<file path="config.mk">
export PLATFORM = sky130hd
export DESIGN_NAME = odliczanie
export DESIGN_NICKNAME = d
export VERILOG_FILES = /design/src/rtl/clock_pkg.sv /design/src/rtl/odliczanie_sync_edge.sv /design/src/rtl/odliczanie.sv
export SDC_FILE = /design/constraint.sdc
export NUM_CORES = 1
export LEC_CHECK = 0
export BUFFER_PORTS_ARGS = -buffer_cell sky130_fd_sc_hd__buf_2
export CAP_MARGIN = 25
export CORE_ASPECT_RATIO = 0.8
export CORE_MARGIN = 3
export CORE_UTILIZATION = 46
export CTS_CLUSTER_SIZE = 25
export DETAILED_ROUTE_END_ITERATION = 10
export PLACE_DENSITY = 0.66
export SLEW_MARGIN = 5
export SYNTH_ARGS = -nofsm -noshare
export SYNTH_HDL_FRONTEND = slang
export SYNTH_SLANG_ARGS = --single-unit
export TNS_END_PERCENT = 20
</file>
<file path="constraint.sdc">
create_clock -name clk_i -period 1.95 [get_ports clk_i]
set_input_delay 0.585 -clock clk_i [delete_from_list [all_inputs] [get_ports clk_i]]
set_output_delay 0.585 -clock clk_i [all_outputs]
set_load 0.01 [all_outputs]
</file>
<file path="src/rtl/clock_pkg.sv">
// Shared digit limits, widths and types for the HH:MM clock core.
// Digit fields are laid out so a packed time value reads as HHMM in hex.
package clock_pkg;

  localparam int HR_TENS_W = 2;
  localparam int DIGIT_W   = 4;
  localparam int TICK_W    = 6;

  localparam logic [DIGIT_W-1:0]   MIN_UNITS_MAX      = 4'd9;
  localparam logic [DIGIT_W-1:0]   MIN_TENS_MAX       = 4'd5;
  localparam logic [HR_TENS_W-1:0] HR_TENS_MAX        = 2'd2;
  localparam logic [DIGIT_W-1:0]   HR_UNITS_MAX       = 4'd9;
  localparam logic [DIGIT_W-1:0]   HR_UNITS_MAX_AT_20 = 4'd3;

  typedef enum logic [1:0] {
    EV_NONE,
    EV_TICK,
    EV_MIN,
    EV_HR
  } event_e;

  typedef struct packed {
    logic [HR_TENS_W-1:0] hr1;
    logic [DIGIT_W-1:0]   hr2;
    logic [DIGIT_W-1:0]   min1;
    logic [DIGIT_W-1:0]   min2;
  } hhmm_t;

  localparam hhmm_t MIDNIGHT = '0;

endpackage

</file>
<file path="src/rtl/odliczanie_sync_edge.sv">
// Multi-flop synchronizer followed by a rising-edge detector.
// rise_o is high for one clk_i cycle per synchronized 0->1 transition.
module sync_edge #(
  parameter int SYNC_STAGES = 2
) (
  input  logic clk_i,
  input  logic rst_i,
  input  logic async_i,
  output logic rise_o
);

  logic [SYNC_STAGES-1:0] sync_p0;
  logic                   dly_p1;

  always_ff @(posedge clk_i or posedge rst_i) begin
    if (rst_i) begin
      sync_p0 <= '0;
      dly_p1  <= 1'b0;
    end else begin
      sync_p0 <= {sync_p0[SYNC_STAGES-2:0], async_i};
      dly_p1  <= sync_p0[SYNC_STAGES-1];
    end
  end

  assign rise_o = sync_p0[SYNC_STAGES-1] & ~dly_p1;

endmodule

</file>
<file path="src/rtl/odliczanie.sv">
// 24-hour BCD clock core: minute ticks from a slow timebase plus
// single-shot hour/minute set buttons, all sampled in the clk_i domain.
module odliczanie
  import clock_pkg::*;
#(
  parameter int TICKS_PER_MIN = 60,
  parameter int SYNC_STAGES   = 2
) (
  input  logic                 clk_i,
  input  logic                 rst_i,
  input  logic                 div_clk,
  input  logic                 button_hr_i,
  input  logic                 button_min_i,
  output logic [HR_TENS_W-1:0] hr1_o,
  output logic [DIGIT_W-1:0]   hr2_o,
  output logic [DIGIT_W-1:0]   min1_o,
  output logic [DIGIT_W-1:0]   min2_o
);

  localparam logic [TICK_W-1:0] TICK_LAST = TICK_W'(TICKS_PER_MIN - 1);

  logic        tick_rise;
  logic        hr_rise;
  logic        min_rise;
  event_e      ev_sel;
  hhmm_t       time_p0;
  logic [TICK_W-1:0] tick_p0;

  function automatic hhmm_t hour_inc(input hhmm_t t);
    hhmm_t r;
    r = t;
    if (t.hr1 == HR_TENS_MAX && t.hr2 == HR_UNITS_MAX_AT_20) begin
      r.hr1 = '0;
      r.hr2 = '0;
    end else if (t.hr2 == HR_UNITS_MAX) begin
      r.hr2 = '0;
      r.hr1 = t.hr1 + 2'd1;
    end else begin
      r.hr2 = t.hr2 + 4'd1;
    end
    return r;
  endfunction

  function automatic hhmm_t minute_wrap(input hhmm_t t);
    hhmm_t r;
    r = t;
    if (t.min2 == MIN_UNITS_MAX) begin
      r.min2 = '0;
      r.min1 = (t.min1 == MIN_TENS_MAX) ? '0 : t.min1 + 4'd1;
    end else begin
      r.min2 = t.min2 + 4'd1;
    end
    return r;
  endfunction

  function automatic hhmm_t minute_advance(input hhmm_t t);
    hhmm_t r;
    r = minute_wrap(t);
    if (t.min1 == MIN_TENS_MAX && t.min2 == MIN_UNITS_MAX)
      r = hour_inc(r);
    return r;
  endfunction

  // Input conditioning: each asynchronous input becomes a one-cycle event
  sync_edge #(.SYNC_STAGES(SYNC_STAGES)) u_sync_tick (
    .clk_i   (clk_i),
    .rst_i   (rst_i),
    .async_i (div_clk),
    .rise_o  (tick_rise)
  );

  sync_edge #(.SYNC_STAGES(SYNC_STAGES)) u_sync_hr (
    .clk_i   (clk_i),
    .rst_i   (rst_i),
    .async_i (button_hr_i),
    .rise_o  (hr_rise)
  );

  sync_edge #(.SYNC_STAGES(SYNC_STAGES)) u_sync_min (
    .clk_i   (clk_i),
    .rst_i   (rst_i),
    .async_i (button_min_i),
    .rise_o  (min_rise)
  );

  always_comb begin
    ev_sel = EV_NONE;
    if (hr_rise)
      ev_sel = EV_HR;
    else if (min_rise)
      ev_sel = EV_MIN;
    else if (tick_rise)
      ev_sel = EV_TICK;
  end

  // Time-keeping state: only the winning event of a cycle takes effect
  always_ff @(posedge clk_i or posedge rst_i) begin
    if (rst_i) begin
      time_p0 <= MIDNIGHT;
      tick_p0 <= '0;
    end else begin
      case (ev_sel)
        EV_HR: time_p0 <= hour_inc(time_p0);
        EV_MIN: begin
          time_p0 <= minute_wrap(time_p0);
          tick_p0 <= '0;
        end
        EV_TICK: begin
          if (tick_p0 == TICK_LAST) begin
            tick_p0 <= '0;
            time_p0 <= minute_advance(time_p0);
          end else begin
            tick_p0 <= tick_p0 + 1'b1;
          end
        end
        default: ;
      endcase
    end
  end

  assign hr1_o  = time_p0.hr1;
  assign hr2_o  = time_p0.hr2;
  assign min1_o = time_p0.min1;
  assign min2_o = time_p0.min2;

endmodule

</file>
; ---- Word level (Yosys, flattened, before mapping)
; Cells that the tools add are included.
[word_totals]
in_bits = 5
elab_cells = 55
out_inout_bits = 14
regBits = 29
[op_classes]
n_eq_ne = 11
bitwise_logic = 8
reduce_logical = 6
muxes = 14
addsub = 5
[op_table]
columns = cell, count
row1 = one-hot mux 14 bit (3 select lines), 1
row2 = 2-to-1 mux 14 bit, 2
row3 = 2-to-1 mux 4 bit, 4
row4 = "adder 4 x 1 -> 4 bit, second input constant", 3
row5 = 2-to-1 mux 6 bit, 2
row6 = one-hot mux 6 bit (2 select lines), 1
row7 = "== test 4 bit, second input constant", 2
row8 = "adder 6 x 1 -> 6 bit, second input constant", 1
row9 = "== test 2 bit, second input constant", 3
row10 = "== test 6 bit, second input constant", 1
row11 = 2-to-1 mux 2 bit, 3
row12 = NOT 1 bit, 5
row13 = "== test 4 x 2 -> 1 bit, second input constant", 1
row14 = "== test 4 x 3 -> 1 bit, second input constant", 1
row15 = "!= test 2 bit, second input constant", 2
row16 = AND reduction 4 bit, 1
row17 = nonzero test 2 bit, 2
row18 = AND 1 bit, 3
row19 = AND reduction 3 bit, 1
row20 = "adder 2 x 1 -> 2 bit, second input constant", 1
row21 = "== test 2 x 1 -> 1 bit, second input constant", 1
row22 = logical AND 1 bit, 2
row23 = 2-to-1 mux 1 bit, 1

; ---- Depth between registers and ports, before layout
; Gate-level depths: netlist of run 1.
[logic_depth]
ltp_word = 8
mapped_depth = 10
depth_no_buf = 9

; ---- Modules after synthesis
; From an unflattened synthesis of run 1, not the netlist that was laid out.
[hier_totals]
cells_unflattened = 143
area_unflattened_um2 = 1539.0
[modules_own_cells]
columns = module, seq_area_each_um2, area_per_inst_um2, cells_per_inst, n_inst
row1 = odliczanie, 500.5, 1261.2, 128, 1
row2 = sync_edge, 75.1, 92.6, 5, 3

; ---- Worst setup path after synthesis of run 1
; OpenSTA, ideal clock, no wires.
[synth_timing]
path_type = register to register
start = reg u_sync_min.dly_p1
end = reg time_p0 (netlist bit hr2_o[0])
setup_time_ns = 0.125
n_path_buf = 1
period_less_slack_ns = 2.004
path_slack_ns = -0.054
arrival_ns = 1.878
path_stages_with_launch = 11
path_cell_list = dfrtp_1 -> nand2b_1 -> nand3b_1 -> and2_1 -> inv_1 -> ha_1 -> buf_4 -> and4bb_1 -> and4_4 -> nor2_2 -> mux2_4
[synth_via]
elab_chain_cells = 7
[synth_lines]
columns = element, line_no
row1 = "start, declared", odliczanie_sync_edge.sv:13  ; logic dly_p1;
row2 = "start signal, assigned", odliczanie_sync_edge.sv:21  ; dly_p1 <= sync_p0[SYNC_STAGES-1];
row3 = NOT 1 bit (*), odliczanie_sync_edge.sv:25  ; assign rise_o = sync_p0[SYNC_STAGES-1] & ~dly_p1;
row4 = AND 1 bit (*), odliczanie_sync_edge.sv:25
row5 = 2-to-1 mux 2 bit (*), odliczanie.sv:90  ; else if (min_rise)
row6 = 2-to-1 mux 2 bit (*), odliczanie.sv:88  ; if (hr_rise)
row7 = == test 2 x 1 -> 1 bit / == test 2 bit (equally long branches), odliczanie.sv:102  ; case (ev_sel)
row8 = "!= test 2 bit (no source line), or another cell as far along", -
row9 = AND reduction 4 bit (no source line), -
row10 = "end signal, assigned", odliczanie.sv:103  ; EV_HR: time_p0 <= hour_inc(time_p0);
row11 = "end signal, assigned", odliczanie.sv:105  ; time_p0 <= minute_wrap(time_p0);
row12 = "end signal, assigned", odliczanie.sv:111  ; time_p0 <= minute_advance(time_p0);
row13 = "end, declared", odliczanie.sv:26  ; hhmm_t time_p0;
; Mark *: on every way between the ends. The rest lies on a longest branch, timed or not.
; A chain may end at the register's enable or synchronous reset.

; ---- Final worst setup path of run 1
[layout_timing]
start = reg u_sync_min.sync_p0[1]
end = reg time_p0 (netlist bit hr2_o[0])
[layout_via]
elab_chain_cells = 6
[layout_lines]
columns = element, line_no
row1 = "start, declared", odliczanie_sync_edge.sv:12  ; logic [SYNC_STAGES-1:0] sync_p0;
row2 = "start signal, assigned", odliczanie_sync_edge.sv:20  ; sync_p0 <= {sync_p0[SYNC_STAGES-2:0], async_i};
row3 = AND 1 bit (*), odliczanie_sync_edge.sv:25
row4 = 2-to-1 mux 2 bit (*), odliczanie.sv:90
row5 = 2-to-1 mux 2 bit (*), odliczanie.sv:88
row6 = == test 2 x 1 -> 1 bit / == test 2 bit (equally long branches), odliczanie.sv:102
row7 = "!= test 2 bit (no source line), or another cell as far along", -
row8 = AND reduction 4 bit (no source line), -
; Marks and branches as above.

==> run_results.csv, run 1 <==
group,metric,value,unit
outcome,outcome,"finished, final reports clean",
clock_network,hold_buffers,0,
cells_and_area,num-fill-cells,263,
power_and_ir_drop,swShare,0.290,
setup_path,r2r_cells,8,
clock_network,clock_sinks,29,
die,die_h,57.8,um
setup_path,arrival,2.04,ns
logic_synthesis,synth_xor_area_frac,0,
sta,drv_slew,0,
clock_network,worst_skew_pair.late_latency,0.28,ns
power_and_ir_drop,p_clk_frac,0.357,
logic_synthesis,ys_ff_latch,29,
power_and_ir_drop,p_int,1.45,mW
die,initial_core_util,0.489,
sta,post-route-period-util,0.962,
flow_run,maxCapViolCount,0,
logic_synthesis,synth.cell_area,1540,um^2
clock_network,htreeDepth,2,
power_and_ir_drop,p_leak,0.932,nW
logic_synthesis,synth_top_family_by_area,"simple AND/OR/NAND/NOR gates",
drt,wire_per_inst,13.8,um
drt,via_per_inst,5.37,
sta,worst_slew_pin_slew,0.417,ns
global_routing,antenna_found_initial,0,
power_and_ir_drop,switching_power,0.594,mW
die,num_rows,18,
sta,clock.fmax,0.533,GHz
logic_synthesis,synth_mux_area_frac,0.0292,
logic_synthesis,synth-compound-area-share,0.152,
cells_and_area,post-route-util,0.635,
drt,ant_nets,0,
setup_path,cp_max_fo,3,
global_routing,grt_pass1_vias,1145,
setup_path,critPathLaunchType,"flop",
logic_synthesis,ys_top_cells_by_area,"dfrtp_1, ha_1, o21ai_0",
clock_network,root_buffer,"clkbuf_8",
logic_synthesis,synth_edf_count,0,
sta,slew_headroom,0.722,
cells_and_area,antennaDiodeCount,0,
setup_path,slowest_delay,0.41,ns
setup_path,r2r_slack,0.07,ns
die,io_pins,19,
clock_network,clk_pin_slew,0.06,ns
sta,period_minus_slack,1.88,ns
worst_hold_path,min_to,"u_sync_tick.sync_p0[1]",
logic_synthesis,synth-simple-area-share,0.231,
setup_path,cp_slowest_cell,"dfrtp_1",
cells_and_area,nets,206,
setup_path,crit_chain,"nand2b_4 -> nand3b_1 -> and2_4 -> ha_1 -> and4bb_1 -> and4_4 -> nor2_4 -> mux2_4",
global_routing,grt_max_degree,30,
drt,routed_wl,3210,um
worst_hold_path,hold_depth,0,
global_routing,grt.total_usage,0.158,
cells_and_area,area_growth,29.8,%
logic_synthesis,synth_top_area_frac,0.471,
setup_path,regToRegStartpoint,"u_sync_min.sync_p0[1]",
sta,clock_skew,0.00466,ns
setup_path,critPathTopFamily,"simple AND/OR/NAND/NOR gates",
logic_synthesis,yosysTopAreaCell,"dfrtp_1",
global_routing,grt_remaining_overflow,0,
clock_network,numCtsBuffers,5,
sta,timing.hold.ws,0.354,ns
die,die_w,70.7,um
die,die_area,4090,um^2
worst_hold_path,min_from,"u_sync_tick.sync_p0[0]",
logic_synthesis,yosys.area_share.adder,0.0812,
worst_hold_path,hold_class,"flop to flop",
setup_path,reg2reg_to,"hr2_o[0]",
clock_network,cts.path.max_buffers,2,
setup_path,path_class,"flop to flop",
sta,rsz0062_at_grt,"true",
power_and_ir_drop,p_comb_frac,0.260,
drt,drt_first_pass_iters,4,
drt,vias,1245,
logic_synthesis,async_flop_share,1.00,
power_and_ir_drop,p_per_area,1020,nW/um^2
sta,hold_violations,0,
clock_network,cts_tree,"done",
logic_synthesis,avgSynthCellArea,10.0,um^2
drt,drc,0,
logic_synthesis,synth_cell_types,39,
power_and_ir_drop,sequentialPowerShare,0.382,
global_routing,grt_pass1_wl,5020,um
setup_path,cp_num_buf_inv,0,
placed_design,place.gp.congestion,0.798,
placed_design,dp_hpwl,2340,um
logic_synthesis,ys_seq_area_frac,0.471,
setup_path,required,2.11,ns
logic_synthesis,ys.flop_type,"dfrtp_1",
logic_synthesis,syn-num-nets,169,
logic_synthesis,synth_cells,154,
setup_path,critPathCaptureType,"flop",
power_and_ir_drop,vdd_drop_max,0.671,mV
sta,finalSetupViolations,0,
cells_and_area,layout-drive-gt1-share,0.323,
die,core,3150,um^2
drt,drt_iter0_markers,75,
logic_synthesis,yosysWarnings,0,
placed_design,io_buffers,18,
-- metrics by stage --
stage          cells  power (mW)  setup TNS (ns)  instance area [um^2]  setup WS (ns)
2_1_floorplan    154        1.08               0                  1550         0.0158
4_1_cts          231        2.01        -0.00309                  1910       -0.00309
5_1_grt          232        2.17         -0.0529                  2000        -0.0238
3_5_place_dp     223        1.27         -0.0257                  1770        -0.0228
6_report         232        2.05               0                  2000         0.0732
3_3_place_gp     223        1.25               0                  1770         0.0497
-- cell usage after synthesis (3+ instances only) --
cell type / n
nor3_1: 6
a21oi_1: 4
nand2b_1: 9
nand2_1: 8
ha_1: 10
dfrtp_1: 29
nand3b_1: 3
inv_1: 12
nand4_1: 3
o21ai_0: 12
nand3_1: 9
mux2i_1: 3
o2bb2ai_1: 3
nor2_1: 8
o22ai_1: 3
-- power groups by stage --
stage                     clock [mW]  combinational, mW  sequential, mW
after floorplan                    0              0.275           0.808
after global placement             0              0.468           0.785
after detailed placement           0              0.480           0.788
after CTS                      0.744              0.484           0.779
after global routing           0.775              0.599           0.800
final                          0.732              0.533           0.783
-- layout make-up --
| cell class | count | area, um^2 | area share |
|---|---|---|---|
| Tap cell | 40 | 50.0 | 0.0250 |
| Multi-Input combinational cell | 111 | 851 | 0.425 |
| Clock buffer | 5 | 68.8 | 0.0344 |
| Clock inverter | 3 | 65.1 | 0.0325 |
| Sequential cell | 29 | 726 | 0.363 |
| Inverter | 12 | 45.0 | 0.0225 |
| Timing Repair Buffer | 32 | 195 | 0.0976 |
-- per-layer routing --
metal,vias up,GRT usage,routed length (um)
met1,583,0.223,1590
met5,-,0,0
li1,630,-,-
met3,6,0.0468,117
met4,0,0.0751,65
met2,26,0.223,1430
-- cells in the final DEF, fill, tap and decap left out, drive strengths merged --
master	count
buf	32
dfrtp	29
o21ai	13
inv	12
ha	10
nand3	9
nor2	9
nand2b	9
nand2	8
nor3	7
clkbuf	5
a21oi	4
nand3b	3
nand4	3
o2bb2ai	3
o22ai	3
mux2i	3
and3	2
nor2b	2
o31ai	2
or3	2
or2	2
and3b	2
o211ai	2
a211oi	2
bufinv	2
o221ai	2
a21o	1
o21a	1
and4bb	1
and4	1
mux2	1
and2	1
o41ai	1
a21boi	1
nand4b	1
clkinv	1
-- repair_timing --
| item | 4_1_cts | 5_1_grt |
|---|---|---|
| setup buffers | 0 | 1 |
| endpoints found under the setup margin | 5 | 14 |
| gates resized for setup | 2 | 17 |
| pin swaps | 1 | 5 |
-- registers in the layout, summed over array words and instances (netlist names) --
name / cells
hr2_o: 4
min2_o: 4
u_sync_min.dly_p1: 1
u_sync_min.sync_p0: 2
tick_p0: 6
u_sync_tick.dly_p1: 1
min1_o: 4
u_sync_hr.dly_p1: 1
u_sync_hr.sync_p0: 2
u_sync_tick.sync_p0: 2
hr1_o: 2
-- cells by family after synthesis --
| logic type | count (synthesis) |
|---|---|
| buf+inv | 14 |
| compound gates | 35 |
| simple gates | 62 |
| mux | 4 |
| fa+ha+maj | 10 |
| flops | 29 |
-- worst max path at each step --
stage	start	endpoint	slack, ns	depth (start not counted)
after global placement	u_sync_min.dly_p1	hr2_o[0]	0.05	9
after CTS	u_sync_hr.dly_p1	min2_o[1]	-0.003	6
after floorplan	u_sync_min.dly_p1	hr2_o[0]	0.02	10
after detailed placement	u_sync_hr.dly_p1	hr1_o[1]	-0.02	7
after global routing	u_sync_min.sync_p0[1]	min1_o[1]	-0.02	8
final	u_sync_min.sync_p0[1]	hr2_o[0]	0.07	8
No activity file was read; power rests on OpenSTA's default activity.
==> run 2: changes to the inputs <==
--- a/config.mk
+++ b/config.mk
@@ -12,7 +12,7 @@
 export CORE_UTILIZATION = 46
 export CTS_CLUSTER_SIZE = 25
 export DETAILED_ROUTE_END_ITERATION = 10
-export PLACE_DENSITY = 0.66
+export PLACE_DENSITY = 0.77
 export SLEW_MARGIN = 5
 export SYNTH_ARGS = -nofsm -noshare
 export SYNTH_HDL_FRONTEND = slang
==> run_results.csv, run 2 (same netlist as run 1, synthesis figures left out) <==
group,metric,value,unit
power_and_ir_drop,power,1.88,mW
worst_hold_path,hold_depth,0,
global_routing,grt_pass1_wl,5600,um
setup_path,regToRegStartpoint,"u_sync_min.sync_p0[1]",
clock_network,cts_tree,"done",
sta,post-route-period-util,0.974,
cells_and_area,nets,205,
setup_path,critPathLaunchType,"flop",
power_and_ir_drop,p_per_area,970,nW/um^2
setup_path,r2r_cells,9,
drt,drc,0,
drt,via_per_inst,5.58,
global_routing,antenna_found_initial,0,
drt,wire_per_inst,14.7,um
power_and_ir_drop,vdd_drop_max,0.664,mV
cells_and_area,post-route-util,0.616,
clock_network,worst_skew_pair.late_latency,0.28,ns
clock_network,hold_buffers,0,
drt,vias,1289,
sta,worst_slew_pin_slew,0.397,ns
clock_network,clock_sinks,29,
die,core,3150,um^2
drt,drt_first_pass_iters,4,
global_routing,gr-max-usage-layer,"met2",
cells_and_area,fin_cells,231,
clock_network,cts.path.max_buffers,2,
worst_hold_path,hold_class,"flop to flop",
cells_and_area,final_cell_mix,"dfrtp_1, buf_2, buf_4",
die,initial_core_util,0.489,
global_routing,gr-usage-met2,0.284,
sta,period_minus_slack,1.90,ns
placed_design,dp_hpwl,2250,um
global_routing,grt_use_met3,0.0485,
sta,finalSetupViolations,0,
setup_path,reg2reg_to,"hr2_o[0]",
setup_path,r2r_slack,0.05,ns
clock_network,clk_pin_slew,0.06,ns
sta,hold_violations,0,
die,die_w,70.7,um
drt,routed_wl,3390,um
die,num_rows,18,
cells_and_area,regMostFlops,"tick_p0",
worst_hold_path,min_from,"u_sync_tick.sync_p0[0]",
cells_and_area,final_common_cell,"dfrtp_1",
global_routing,grtUsageMet1,0.222,
sta,drv_slew,0,
drt,ant_nets,0,
global_routing,grt_remaining_overflow,0,
sta,slew_headroom,0.735,
setup_path,cp_max_fo,6,
setup_path,arrival,2.07,ns
cells_and_area,area_growth,26.0,%
clock_network,htreeDepth,2,
cells_and_area,largest_reg_flops,6,
global_routing,grt_pass1_vias,1229,
global_routing,grt.total_usage,0.178,
sta,fin_tns_setup,0,ns
placed_design,place.gp.congestion,0.823,
clock_network,root_buffer,"clkbuf_8",
die,die_h,57.8,um
flow_run,maxCapViolCount,0,
sta,clock.fmax,0.526,GHz
die,die_area,4090,um^2
sta,clock_skew,0.00489,ns
global_routing,grt_max_degree,30,
die,io_pins,19,
placed_design,placed_cells,220,
placed_design,io_buffers,18,
worst_hold_path,min_to,"u_sync_tick.sync_p0[1]",
cells_and_area,num-fill-cells,256,
clock_network,numCtsBuffers,5,
setup_path,required,2.12,ns
setup_path,critPathCaptureType,"flop",
outcome,outcome,"finished, final reports clean",
setup_path,path_class,"flop to flop",
drt,drt_iter0_markers,127,
cells_and_area,antennaDiodeCount,0,
power_and_ir_drop,p_leak,0.901,nW
cells_and_area,layout-drive-gt1-share,0.298,
## run 2: cell count changes in the layout (fill, tap and decap cells not counted), sizes merged
cell / delta
bufinv: -2
clkbuf: +2
buf: -1
## run 2: what timing repair did
action | 4_1_cts | 5_1_grt
pin swaps | 0 | 4
setup endpoints to repair | 3 | 14
setup buffers | 0 | 3
gates resized for setup | 2 | 13
## run 2: how the worst max path moves through the flow
stage                                from        end  slack [ns]  cells after the start
floorplan               u_sync_min.dly_p1   hr2_o[0]        0.02                     10
global placement        u_sync_min.dly_p1   hr2_o[0]        0.04                      9
detailed placement      u_sync_min.dly_p1   hr1_o[1]       -0.05                      9
CTS                      u_sync_hr.dly_p1  min1_o[0]       0.006                      7
global route        u_sync_min.sync_p0[1]   hr2_o[0]       -0.04                      9
finish              u_sync_min.sync_p0[1]   hr2_o[0]        0.05                      9
## run 2: report_power, final
group          internal, mW  total [mW]  switching [mW]
Sequential            0.685       0.792           0.108
Clock                 0.318       0.544           0.226
Combinational         0.264       0.548           0.285
## run 2: layout make-up
cell class / instances / area (um^2) / area share
clock inverters: 1 / 5.00 / 0.00258
repair buffers: 31 / 188 / 0.0966
inverters: 12 / 45.0 / 0.0232
multi-input cells: 111 / 832 / 0.428
clock buffers: 7 / 96.3 / 0.0496
flip-flops and latches: 29 / 726 / 0.374
well taps: 40 / 50.0 / 0.0258
## run 2: critical path, stage by stage, from the launching register on
cell and delay, ns:
dfrtp_1 0.42, nand2b_4 0.09, nand3b_1 0.07, and2_4 0.15, inv_1 0.09, ha_4 0.16, and4bb_1 0.22, and4_4 0.25
nor2_4 0.05, mux2_4 0.28
## run 2: metal layers
layer | wire length, um | vias to the layer above
met2 | 1750 | 37
met3 | 177 | 5
met1 | 1410 | 618
met4 | 49 | 0
met5 | 0 | -
li1 | - | 629
## run 2: per-stage QoR
stage | area [um^2] | hold slack, ns | setup WS [ns]
floorplan | 1550 | 0.331 | 0.0158
global placement | 1750 | 0.335 | 0.0368
detailed placement | 1750 | 0.343 | -0.0472
CTS | 1850 | 0.356 | 0.00632
global route | 1940 | 0.358 | -0.0425
finish | 1940 | 0.352 | 0.0500
==> run 3: changes to the inputs <==
--- a/config.mk
+++ b/config.mk
@@ -9,10 +9,10 @@
 export CAP_MARGIN = 25
 export CORE_ASPECT_RATIO = 0.8
 export CORE_MARGIN = 3
-export CORE_UTILIZATION = 46
+export CORE_UTILIZATION = 30
 export CTS_CLUSTER_SIZE = 25
 export DETAILED_ROUTE_END_ITERATION = 10
-export PLACE_DENSITY = 0.77
+export PLACE_DENSITY = 0.57
 export SLEW_MARGIN = 5
 export SYNTH_ARGS = -nofsm -noshare
 export SYNTH_HDL_FRONTEND = slang
==> run_results.csv, run 3 (same netlist as run 1, synthesis figures left out) <==
group,metric,value,unit
global_routing,antenna_found_initial,0,
clock_network,clk_pin_slew,0.06,ns
placed_design,postPlaceCellArea,1800,um^2
cells_and_area,design_area,1940,um^2
die,num_rows,22,
drt,drc,0,
power_and_ir_drop,swShare,0.319,
clock_network,hold_buffers,0,
setup_path,critPathLaunchType,"flop",
global_routing,grt.total_usage,0.112,
worst_hold_path,hold_class,"flop to flop",
outcome,outcome,"finished, final reports clean",
sta,post-route-period-util,0.947,
die,initial_core_util,0.324,
die,core,4760,um^2
power_and_ir_drop,p_comb_frac,0.279,
placed_design,dp_hpwl,2270,um
power_and_ir_drop,p_per_area,913,nW/um^2
global_routing,grt_pass1_vias,1214,
drt,wl_met2,1280,um
die,die_w,86.1,um
power_and_ir_drop,p_clk_frac,0.275,
sta,worst_slew_pin_slew,0.381,ns
power_and_ir_drop,p_int,1.21,mW
setup_path,arrival,2.01,ns
drt,wl_met1,1610,um
die,io_pins,19,
setup_path,required,2.11,ns
cells_and_area,regMostFlops,"tick_p0",
sta,slew_headroom,0.746,
die,die_area,6040,um^2
drt,wire_per_inst,12.4,um
setup_path,cp_max_fo,6,
drt,drt_iter0_markers,26,
drt,drt_first_pass_iters,4,
drt,wl_met3,173,um
drt,via_per_inst,4.90,
cells_and_area,register_area,726,um^2
clock_network,htreeDepth,2,
sta,rsz0062_at_grt,"false",
sta,clock.fmax,0.542,GHz
drt,route.top_layer_used,"met4",
power_and_ir_drop,sequentialPowerShare,0.446,
clock_network,worst_skew_pair.late_latency,0.28,ns
sta,drv_slew,0,
setup_path,critPathCaptureType,"flop",
cells_and_area,final_common_cell,"dfrtp_1",
cells_and_area,layout-drive-gt1-share,0.272,
global_routing,grt_max_degree,30,
sta,hold_violations,0,
flow_run,maxCapViolCount,0,
clock_network,root_buffer,"clkbuf_8",
cells_and_area,nets,206,
sta,clock_skew,0.00575,ns
clock_network,clock_sinks,29,
power_and_ir_drop,vdd_drop_max,0.350,mV
power_and_ir_drop,power,1.77,mW
drt,vias,1229,
clock_network,numCtsBuffers,5,
clock_network,cts.path.max_buffers,2,
cells_and_area,num-fill-cells,455,
cells_and_area,area_growth,25.8,%
die,die_h,70.1,um
cells_and_area,multi_input_area,812,um^2
power_and_ir_drop,p_leak,0.894,nW
placed_design,place.gp.congestion,0.786,
cells_and_area,final_cell_mix,"dfrtp_1, buf_2, buf_4",
clock_network,cts_tree,"done",
global_routing,grt_remaining_overflow,0,
drt,ant_nets,0,
drt,routed_wl,3110,um
placed_design,io_buffers,18,
sta,period_minus_slack,1.85,ns
sta,timing.hold.ws,0.353,ns
setup_path,path_class,"flop to flop",
sta,finalSetupViolations,0,
power_and_ir_drop,switching_power,0.564,mW
cells_and_area,largest_reg_flops,6,
cells_and_area,antennaDiodeCount,0,
global_routing,grt_pass1_wl,5400,um
==> run 3: changes by cell type in the layout (fill, tap and decap cells not counted), sizes merged <==
cell    previous run  this run
buf               31        32
clkinv             1         0
==> run 3: routing by layer <==
layer,vias up,global-route usage
met2,23,0.154
met3,8,0.0413
met5,-,0
met1,568,0.158
li1,630,-
met4,0,0.0422
==> run 3: path summary, 6_finish.rpt <==
| check | start | to | slack (ns) | cells past startpoint |
|---|---|---|---|---|
| setup / recovery | u_sync_min.sync_p0[1] | hr2_o[0] | 0.10 | 9 |
| hold / removal | u_sync_min.sync_p0[0] | u_sync_min.sync_p0[1] | 0.35 | 0 |
| setup reg to reg | u_sync_min.sync_p0[1] | hr2_o[0] | 0.10 | 9 |
| hold reg to reg | u_sync_min.sync_p0[0] | u_sync_min.sync_p0[1] | 0.35 | 0 |
| max in group asynchronous | rst_i | hr2_o[2] | 1.32 | 3 |
| min in group asynchronous | rst_i | u_sync_hr.dly_p1 | 0.36 | 3 |
==> run 3: cell type report <==
type                       count  share of cell area
inverter                      12              0.0232
clock buffer                   7              0.0445
timing repair buffer          32               0.101
sequential                    29               0.374
tap                           60              0.0387
multi-input combinational    111               0.419
==> run 3: worst max-delay path: stages, from the launching register on <==
cell	delay (ns)
dfrtp_1	0.41
nand2b_4	0.08
nand3b_1	0.07
and2_4	0.15
inv_1	0.08
ha_4	0.16
and4bb_1	0.22
and4_4	0.25
nor2_4	0.05
mux2_4	0.28
==> run 3: power groups by stage <==
stage | clock network [mW] | logic, mW | registers [mW]
detailed placement | 0 | 0.481 | 0.796
finish | 0.487 | 0.494 | 0.789
global route | 0.538 | 0.562 | 0.803
CTS | 0.512 | 0.488 | 0.785
global placement | 0 | 0.480 | 0.800
floorplan | 0 | 0.275 | 0.808
==> run 3: per-stage QoR <==
step | setup slack, ns | TNS [ns] | cells | util
after floorplan | 0.0158 | 0 | 154 | -
after global placement | -0.00765 | -0.00765 | 243 | 0.378
after detailed placement | -0.0207 | -0.0668 | 243 | 0.378
after CTS | 0.0184 | 0 | 250 | 0.397
after global routing | 0.00230 | 0 | 251 | 0.407
final | 0.104 | 0 | 251 | 0.407
==> run 3: timing repair <==
action / in CTS / in global routing
setup buffers: 0 / 1
setup endpoints to repair: 5 / 13
resized for setup: 3 / 5
pin swaps: 0 / 2
